`src/rtl/bus_req_parser.sv`:
```
// Turns an ASCII hex message stream ('R'AAAA<eol> or 'W'AAAADDDD<eol>) into
// single bus requests with a valid/ready output register holding one request.
module bus_req_parser #(
    parameter int ADDR_WIDTH = 16,
    parameter int DATA_WIDTH = 16
) (
    input  logic                  clk,
    input  logic                  rst,
    input  logic [7:0]            rx_data_i,
    input  logic                  rx_valid_i,
    output logic [ADDR_WIDTH-1:0] req_addr_o,
    output logic [DATA_WIDTH-1:0] req_data_o,
    output logic                  req_rw_o,
    output logic                  req_valid_o,
    input  logic                  req_ready_i,
    output logic                  err_o,
    output logic                  overflow_o
);

    localparam int ADDR_NIBS = ADDR_WIDTH / 4;
    localparam int DATA_NIBS = DATA_WIDTH / 4;

    typedef enum logic [1:0] {IDLE, ADDR, DATA, TERM} state_t;

    state_t                  state_reg;
    logic [3:0]              cnt_reg;
    logic [ADDR_WIDTH-1:0]   addr_sh_reg;
    logic [DATA_WIDTH-1:0]   data_sh_reg;
    logic                    rw_sh_reg;
    logic [ADDR_WIDTH-1:0]   req_addr_reg;
    logic [DATA_WIDTH-1:0]   req_data_reg;
    logic                    req_rw_reg;
    logic                    req_valid_reg;
    logic                    err_reg;
    logic                    overflow_reg;

    logic       is_hex;
    logic       is_term;
    logic       is_rw;
    logic [3:0] nib;

    always_comb begin
        is_hex  = 1'b0;
        nib     = 4'd0;
        is_term = (rx_data_i == 8'h0D) || (rx_data_i == 8'h0A);
        is_rw   = (rx_data_i == 8'h52) || (rx_data_i == 8'h57);
        if (rx_data_i >= 8'h30 && rx_data_i <= 8'h39) begin
            is_hex = 1'b1;
            nib    = rx_data_i[3:0];
        end else if ((rx_data_i >= 8'h41 && rx_data_i <= 8'h46) ||
                     (rx_data_i >= 8'h61 && rx_data_i <= 8'h66)) begin
            is_hex = 1'b1;
            nib    = rx_data_i[3:0] + 4'd9;
        end
    end

    always_ff @(posedge clk) begin
        if (rst) begin
            state_reg     <= IDLE;
            cnt_reg       <= 4'd0;
            addr_sh_reg   <= '0;
            data_sh_reg   <= '0;
            rw_sh_reg     <= 1'b0;
            req_addr_reg  <= '0;
            req_data_reg  <= '0;
            req_rw_reg    <= 1'b0;
            req_valid_reg <= 1'b0;
            err_reg       <= 1'b0;
            overflow_reg  <= 1'b0;
        end else begin
            err_reg      <= 1'b0;
            overflow_reg <= 1'b0;
            if (req_valid_reg && req_ready_i)
                req_valid_reg <= 1'b0;

            if (rx_valid_i) begin
                // 'R'/'W' always (re)starts a message; mid-message it also flags an error
                if (is_rw) begin
                    err_reg     <= (state_reg != IDLE);
                    state_reg   <= ADDR;
                    rw_sh_reg   <= rx_data_i[2];
                    addr_sh_reg <= '0;
                    data_sh_reg <= '0;
                    cnt_reg     <= 4'd0;
                end else begin
                    case (state_reg)
                        IDLE: begin
                            if (!is_term)
                                err_reg <= 1'b1;
                        end
                        ADDR: begin
                            if (is_hex) begin
                                addr_sh_reg <= {addr_sh_reg[ADDR_WIDTH-5:0], nib};
                                if (cnt_reg == 4'(ADDR_NIBS - 1)) begin
                                    cnt_reg   <= 4'd0;
                                    state_reg <= rw_sh_reg ? DATA : TERM;
                                end else begin
                                    cnt_reg <= cnt_reg + 4'd1;
                                end
                            end else begin
                                err_reg   <= 1'b1;
                                state_reg <= IDLE;
                            end
                        end
                        DATA: begin
                            if (is_hex) begin
                                data_sh_reg <= {data_sh_reg[DATA_WIDTH-5:0], nib};
                                if (cnt_reg == 4'(DATA_NIBS - 1)) begin
                                    cnt_reg   <= 4'd0;
                                    state_reg <= TERM;
                                end else begin
                                    cnt_reg <= cnt_reg + 4'd1;
                                end
                            end else begin
                                err_reg   <= 1'b1;
                                state_reg <= IDLE;
                            end
                        end
                        TERM: begin
                            state_reg <= IDLE;
                            if (is_term) begin
                                // Accept if the slot is empty or is being emptied this same edge
                                if (!req_valid_reg || req_ready_i) begin
                                    req_addr_reg  <= addr_sh_reg;
                                    req_data_reg  <= rw_sh_reg ? data_sh_reg : '0;
                                    req_rw_reg    <= rw_sh_reg;
                                    req_valid_reg <= 1'b1;
                                end else begin
                                    overflow_reg <= 1'b1;
                                end
                            end else begin
                                err_reg <= 1'b1;
                            end
                        end
                        default: state_reg <= IDLE;
                    endcase
                end
            end
        end
    end

    assign req_addr_o  = req_addr_reg;
    assign req_data_o  = req_data_reg;
    assign req_rw_o    = req_rw_reg;
    assign req_valid_o = req_valid_reg;
    assign err_o       = err_reg;
    assign overflow_o  = overflow_reg;

endmodule

```
`config.mk`:
```
export PLATFORM = sky130hd
export DESIGN_NAME = bus_req_parser
export DESIGN_NICKNAME = d
export VERILOG_FILES = /design/src/rtl/bus_req_parser.sv
export SDC_FILE = /design/constraint.sdc
export NUM_CORES = 1
export LEC_CHECK = 0
export CORE_MARGIN = 5
export CORE_UTILIZATION = 54
export DETAILED_ROUTE_END_ITERATION = 6
export PLACE_DENSITY = 0.8
export SYNTH_ARGS = -nofsm -noshare
export SYNTH_HDL_FRONTEND = slang
export SYNTH_SLANG_ARGS = --single-unit
```
`constraint.sdc`:
```
create_clock -name clk -period 2.25 [get_ports clk]
set_input_delay 0.45 -clock clk [delete_from_list [all_inputs] [get_ports clk]]
set_output_delay 0.45 -clock clk [all_outputs]
set_load 0.05 [all_outputs]
```
Word-level counts from Yosys, hierarchy flattened
Index checks and enable logic that the tools add are counted.
{"block": "word_totals", "reg_bits": 75, "inputBits": 12, "elab_cells": 92}
{"block": "op_classes", "n_addsub": 2, "order_cmp": 6, "eq_ne": 10, "mux": 33, "bitwise": 4, "n_reduce_logical": 26}
{"operator": "16-bit two-way mux", "count": 7}
{"operator": "4-bit two-way mux", "count": 6}
{"operator": "8-bit by 4-bit equality test with 1-bit output (second input constant)", "count": 2}
{"operator": "8-bit by 7-bit equality test with 1-bit output (second input constant)", "count": 2}
{"operator": "8-bit by 7-bit >= comparator with 1-bit output (second input constant)", "count": 2}
{"operator": "8-bit by 7-bit <= comparator with 1-bit output (second input constant)", "count": 2}
{"operator": "1-bit two-way mux", "count": 13}
{"operator": "2-bit two-way mux", "count": 5}
{"operator": "2-bit nonzero test", "count": 5}
{"operator": "3-bit AND reduction", "count": 3}
{"operator": "8-bit by 6-bit >= comparator with 1-bit output (second input constant)", "count": 1}
{"operator": "8-bit by 6-bit <= comparator with 1-bit output (second input constant)", "count": 1}
{"operator": "4-bit inequality test (second input constant)", "count": 2}
{"operator": "2-bit case mux with 3 select lines", "count": 1}
{"operator": "2-bit OR reduction", "count": 3}
{"operator": "5-bit AND reduction", "count": 1}
{"operator": "5-bit OR reduction", "count": 1}
{"operator": "4-bit by 1-bit adder with 4-bit output (second input constant)", "count": 1}
{"operator": "4-bit adder (second input constant)", "count": 1}
{"operator": "2-bit equality test (second input constant)", "count": 2}
{"operator": "4-bit by 2-bit equality test with 1-bit output (second input constant)", "count": 1}
{"operator": "1-bit logical AND", "count": 4}
{"operator": "1-bit logical OR", "count": 4}
{"operator": "1-bit inverter", "count": 4}
{"operator": "other kinds (7)", "count": 7}

Depth between registers and ports, before layout
{"block": "logic_depth", "word_depth": 8, "mapped_depth": 9, "mapped_depth_nobuf": 7}

Worst setup path before layout
No wires, ideal clock.
{"block": "synth_path", "path_type": "input -> register", "startpoint": "input rx_data_i[1]", "endpoint": "register state_reg[1]", "setup_ns": 0.087, "arrival_ns": 1.939, "t_required_ns": 2.163, "setup_slack_ns": 0.224, "stages": 7, "path_buffers": 0, "path_cell_list": "inv_1 -> ha_1 -> o21ba_2 -> o21ai_0 -> a2111oi_4 -> or4_1 -> o31ai_1"}
{"block": "synth_via", "elab_chain_len": 8, "word_cells_on_any_way": 23}
{"item": "start: declaration", "line_no": "9", "rtl": "input logic [7:0] rx_data_i,"}
{"item": "8-bit by 7-bit >= comparator with 1-bit output (tied with other cells)", "line_no": "50", "rtl": "end else if ((rx_data_i >= 8'h41 && rx_data_i <= 8'h46) ||"}
{"item": "1-bit logical AND (on tied branches)", "line_no": "50, 51"}
{"item": "1-bit logical OR", "line_no": "50"}
{"item": "1-bit two-way mux", "line_no": "50"}
{"item": "1-bit two-way mux", "line_no": "47", "rtl": "if (rx_data_i >= 8'h30 && rx_data_i <= 8'h39) begin"}
{"item": "2-bit two-way mux (on tied branches)", "line_no": "106, 92"}
{"item": "2-bit case mux with 3 select lines", "line_no": "86", "rtl": "case (state_reg)"}
{"item": "2-bit two-way mux", "line_no": "78", "rtl": "if (is_rw) begin"}
{"item": "end signal: assignment", "line_no": "96", "rtl": "state_reg <= rw_sh_reg ? DATA : TERM;"}
{"item": "end: declaration", "line_no": "25", "rtl": "state_t state_reg;"}
Several ways; a longest one is shown, not always the timed one.
A chain may end at the register's enable or synchronous reset.

Worst setup path after layout
{"block": "layout_path", "startpoint": "input rx_data_i[1]", "endpoint": "register data_sh_reg[0]"}
{"block": "layout_via", "elab_chain_len": 8, "word_cells_on_any_way": 23}
{"item": "8-bit by 7-bit >= comparator with 1-bit output (tied with other cells)", "line_no": "50"}
{"item": "1-bit logical AND (on tied branches)", "line_no": "50, 51"}
{"item": "1-bit logical OR", "line_no": "50"}
{"item": "4-bit two-way mux", "line_no": "50"}
{"item": "4-bit two-way mux", "line_no": "47"}
{"item": "16-bit two-way mux", "line_no": "106", "rtl": "if (is_hex) begin"}
{"item": "16-bit two-way mux", "line_no": "86"}
{"item": "16-bit two-way mux", "line_no": "78"}
{"item": "end signal: assignment", "line_no": "107", "rtl": "data_sh_reg <= {data_sh_reg[DATA_WIDTH-5:0], nib};"}
{"item": "end: declaration", "line_no": "28", "rtl": "logic [DATA_WIDTH-1:0] data_sh_reg;"}
Several ways; a longest one is shown, not always the timed one. The select of a mux whose other input is x is not followed.

==> run_results.csv <==
group,metric,value,unit
floorplan,num_rows,28,
cells_and_area,final_common_cell,"dfxtp_1",
sta,setup_ws,43.3,ps
critical_path,r2r.worst_path.cells,5,
critical_path,worst_ep_required_time,2500,ps
critical_path,r2r-end,"state_reg[1]",
sta,max-slew-margin-rel,49.9,%
global_route,met3_usage,3.57,%
min_path,hp-start,"req_data_o[7]",
cells_and_area,final_layout_size_suffix_gt1_share,15.8,%
floorplan,die_y,87.6,um
cells_and_area,utilization,71.6,%
power_and_ir_drop,powerDensity,572,nW/um^2
global_route,grt_pass1_vias,2783,
critical_path,cp-end-kind,"flop",
place,pre_cts_ws,-359,ps
critical_path,critPathKind,"input port to flop",
power_and_ir_drop,ir_drop,350,uV
sta,final.min_clock_period,2210,ps
global_route,grt_pass1_wl,12.9,mm
clock_network,clk_pin_slew,80,ps
clock_network,cts-root-buf,"clkbuf_8",
min_path,hold_depth,2,
clock_network,holdBufCountCts,0,
clock_network,cts_made_buffers,9,
yosys,synth_top_family_by_area,"simple AND/OR/NAND/NOR gates",
sta,tightest_slew,751,ps
clock_network,cts_buffer_depth,2,
critical_path,cp-start-kind,"input port",
yosys,yosys_warnings,0,
clock_network,h-tree-depth,3,
sta,finalSetupTns,0,ps
yosys,synth-simple-area-share,25.7,%
sta,fin_skew,9.77,ps
outcome,outcome,"complete, no violations",
cells_and_area,antennaDiodeCount,0,
sta,rsz0062_at_grt,"yes",
critical_path,r2r-start,"cnt_reg[0]",
sta,holdWs,453,ps
place,dpl.hpwl,5.40,mm
yosys,synth.distinct_cells,50,
floorplan,dieArea,7680,sq um
place,gp_congestion,0.915,
sta,max_clock_freq,0.453,GHz
yosys,synth_seq_area_share,46.1,%
cells_and_area,final_net_count,474,
critical_path,crit_fanout,5,
yosys,synth_xor_area_share,0,%
yosys,synth_compound_area_share,17.9,%
yosys,syn_area_per_cell,8.37,sq um
sta,maxSlewViolCount,0,
cells_and_area,final_cell_mix,"dfxtp_1, nand2_1, nand3_1",
job,drv_cap,0,
routing,drt_first_pass_iters,4,
floorplan,die_w,87.6,um
global_route,grt_usage,21.0,%
power_and_ir_drop,p_leak,1.48,nW
yosys,netlist_instances,389,
yosys,synth-seq-cells,75,
global_route,top_usage_layer,"met2",
cells_and_area,syn_to_final_growth,29.4,%
place,place_area,3980,sq um
yosys,muxShareOfSynthArea,1.42,%
floorplan,start_util,55.3,%
cells_and_area,fin_area,4210,sq um
power_and_ir_drop,total_power,2.41,mW
critical_path,rrSetupSlack,350,ps
routing,drc,0,
place,dp.cells,513,
clock_network,clk_latency,340,ps
cells_and_area,fillers,462,
floorplan,core_region_area,5890,sq um
clock_network,clock-sinks,75,
clock_network,cts_tree,"yes",
min_path,hold_end,"req_data_o[7]",
routing,ant_nets,0,
routing,drt-vias-per-instance,5.47,
yosys,synthAdderAreaFrac,3.46,%
min_path,hold_class,"flop to flop",
global_route,grtUsageMet2,35.7,%
routing,post_drt_wl_per_cell,14.4,um
sta,hold_violations,0,
floorplan,io-pin-count,48,
yosys,synthesis.nets,410,
routing,routed_wl,7.66,mm
routing,vias,2911,
routing,drt_iter0_drc,204,
yosys,syn_area,3260,sq um
global_route,grt.overflow.total,0,
sta,fin_crit_sh,98.1,%
sta,setup_viol,0,
global_route,grt_max_degree,40,
cells_and_area,fin_cells,532,
global_route,met1_usage,26.5,%
critical_path,arrival,2450,ps
place,io_buffers,47,
global_route,antenna_found_initial,0,
==> cells in the mapped netlist (all sizes together) <==
| cell | count | share of area [%] |
|---|---|---|
| o311a | 1 | 0.31 |
| clkbuf | 13 | 1.5 |
| inv | 7 | 0.81 |
| nor2 | 11 | 1.4 |
| nand2 | 70 | 8.1 |
| o31ai | 4 | 0.92 |
| or3b | 1 | 0.35 |
| o22ai | 2 | 0.38 |
| nor4 | 1 | 0.19 |
| o21ai | 26 | 4.0 |
| clkinv | 1 | 0.12 |
| a2111oi | 1 | 0.85 |
| a21bo | 1 | 0.31 |
| nand3 | 51 | 7.8 |
| mux2 | 2 | 0.81 |
| nor3b | 3 | 0.69 |
| ha | 9 | 3.5 |
| dfxtp | 75 | 46 |
| and4bb | 1 | 0.38 |
| nand4 | 6 | 1.2 |
| and2b | 1 | 0.27 |
| a211oi | 4 | 0.92 |
| or4 | 2 | 0.46 |
| and3 | 1 | 0.19 |
| buf | 17 | 3.0 |
| a22oi | 1 | 0.23 |
| a2111o | 1 | 0.35 |
| and2 | 1 | 0.19 |
| o21a | 1 | 0.23 |
| and4 | 1 | 0.35 |
| mux2i | 2 | 0.61 |
| nor2b | 2 | 0.38 |
| o41ai | 1 | 0.27 |
| a311oi | 2 | 0.54 |
| a31oi | 2 | 0.38 |
| o21ba | 1 | 0.31 |
| a21oi | 38 | 5.8 |
| a21o | 2 | 0.46 |
| nand2b | 14 | 2.7 |
| o211ai | 4 | 1.1 |
| a22o | 1 | 0.31 |
| nor4b | 1 | 0.73 |
| o2111ai | 1 | 0.27 |
| nor3 | 2 | 0.31 |
==> critical path: stages <==
cell and delay, ps:
clkdlybuf4s50_1 480, buf_4 130, ha_1 160, mux2_4 160, nand4_1 290, a31oi_4 360, buf_4 160, nor2_1 40
a311oi_1 220
==> final cells by class <==
class | instances | area, sq um | share of cell area (%)
flip-flops and latches | 75 | 1500 | 35.6
well taps | 75 | 93.8 | 2.23
repair buffers | 83 | 792 | 18.8
clock buffers | 11 | 151 | 3.59
multi-input cells | 276 | 1620 | 38.4
inverters | 8 | 30.0 | 0.713
clock inverters | 4 | 26.3 | 0.624
==> layer usage <==
layer | part of all wire, % | wire length, um
met1 | 44 | 3360
met2 | 50 | 3830
met3 | 4.8 | 364
met4 | 1.4 | 109
met5 | 0 | 0
==> how the worst max path moves through the flow <==
stage                 start         endpoint  slack [ps]  cells after the start
6_report       rx_data_i[1]   data_sh_reg[0]          40                      9
4_1_cts        rx_data_i[0]  addr_sh_reg[14]           1                      9
5_1_grt        rx_data_i[1]   data_sh_reg[0]         -60                      9
2_1_floorplan  rx_data_i[1]     state_reg[1]         220                      7
3_5_place_dp   rx_data_i[0]     state_reg[1]        -360                      8
3_3_place_gp   rx_data_i[0]     state_reg[1]        -280                      8
==> where the power goes <==
part	internal, mW	leakage (nW)	switching, mW
logic	0.0655	0.786	0.0799
clock network	0.453	0.0912	0.485
registers	1.33	0.604	0.000920
total	1.85	1.48	0.566
==> logic make-up (layout without fill, tap and decap cells) <==
| kind of cell | after synthesis | in the layout |
|---|---|---|
| AND/OR/NAND/NOR | 169 | 169 |
| multiplexers | 4 | 4 |
| AO/OA/AOI/OAI | 94 | 94 |
| adder cells (fa/ha/maj) | 9 | 9 |
| buffers and inverters | 38 | 106 |
| flip-flops | 75 | 75 |
==> repair_timing <==
item,in CTS,in global routing
gates resized for setup,1,6
setup buffers,0,4
pin swaps,0,3
endpoints found under the setup margin,3,51
Note: power is estimated with default switching activity, not from simulation.
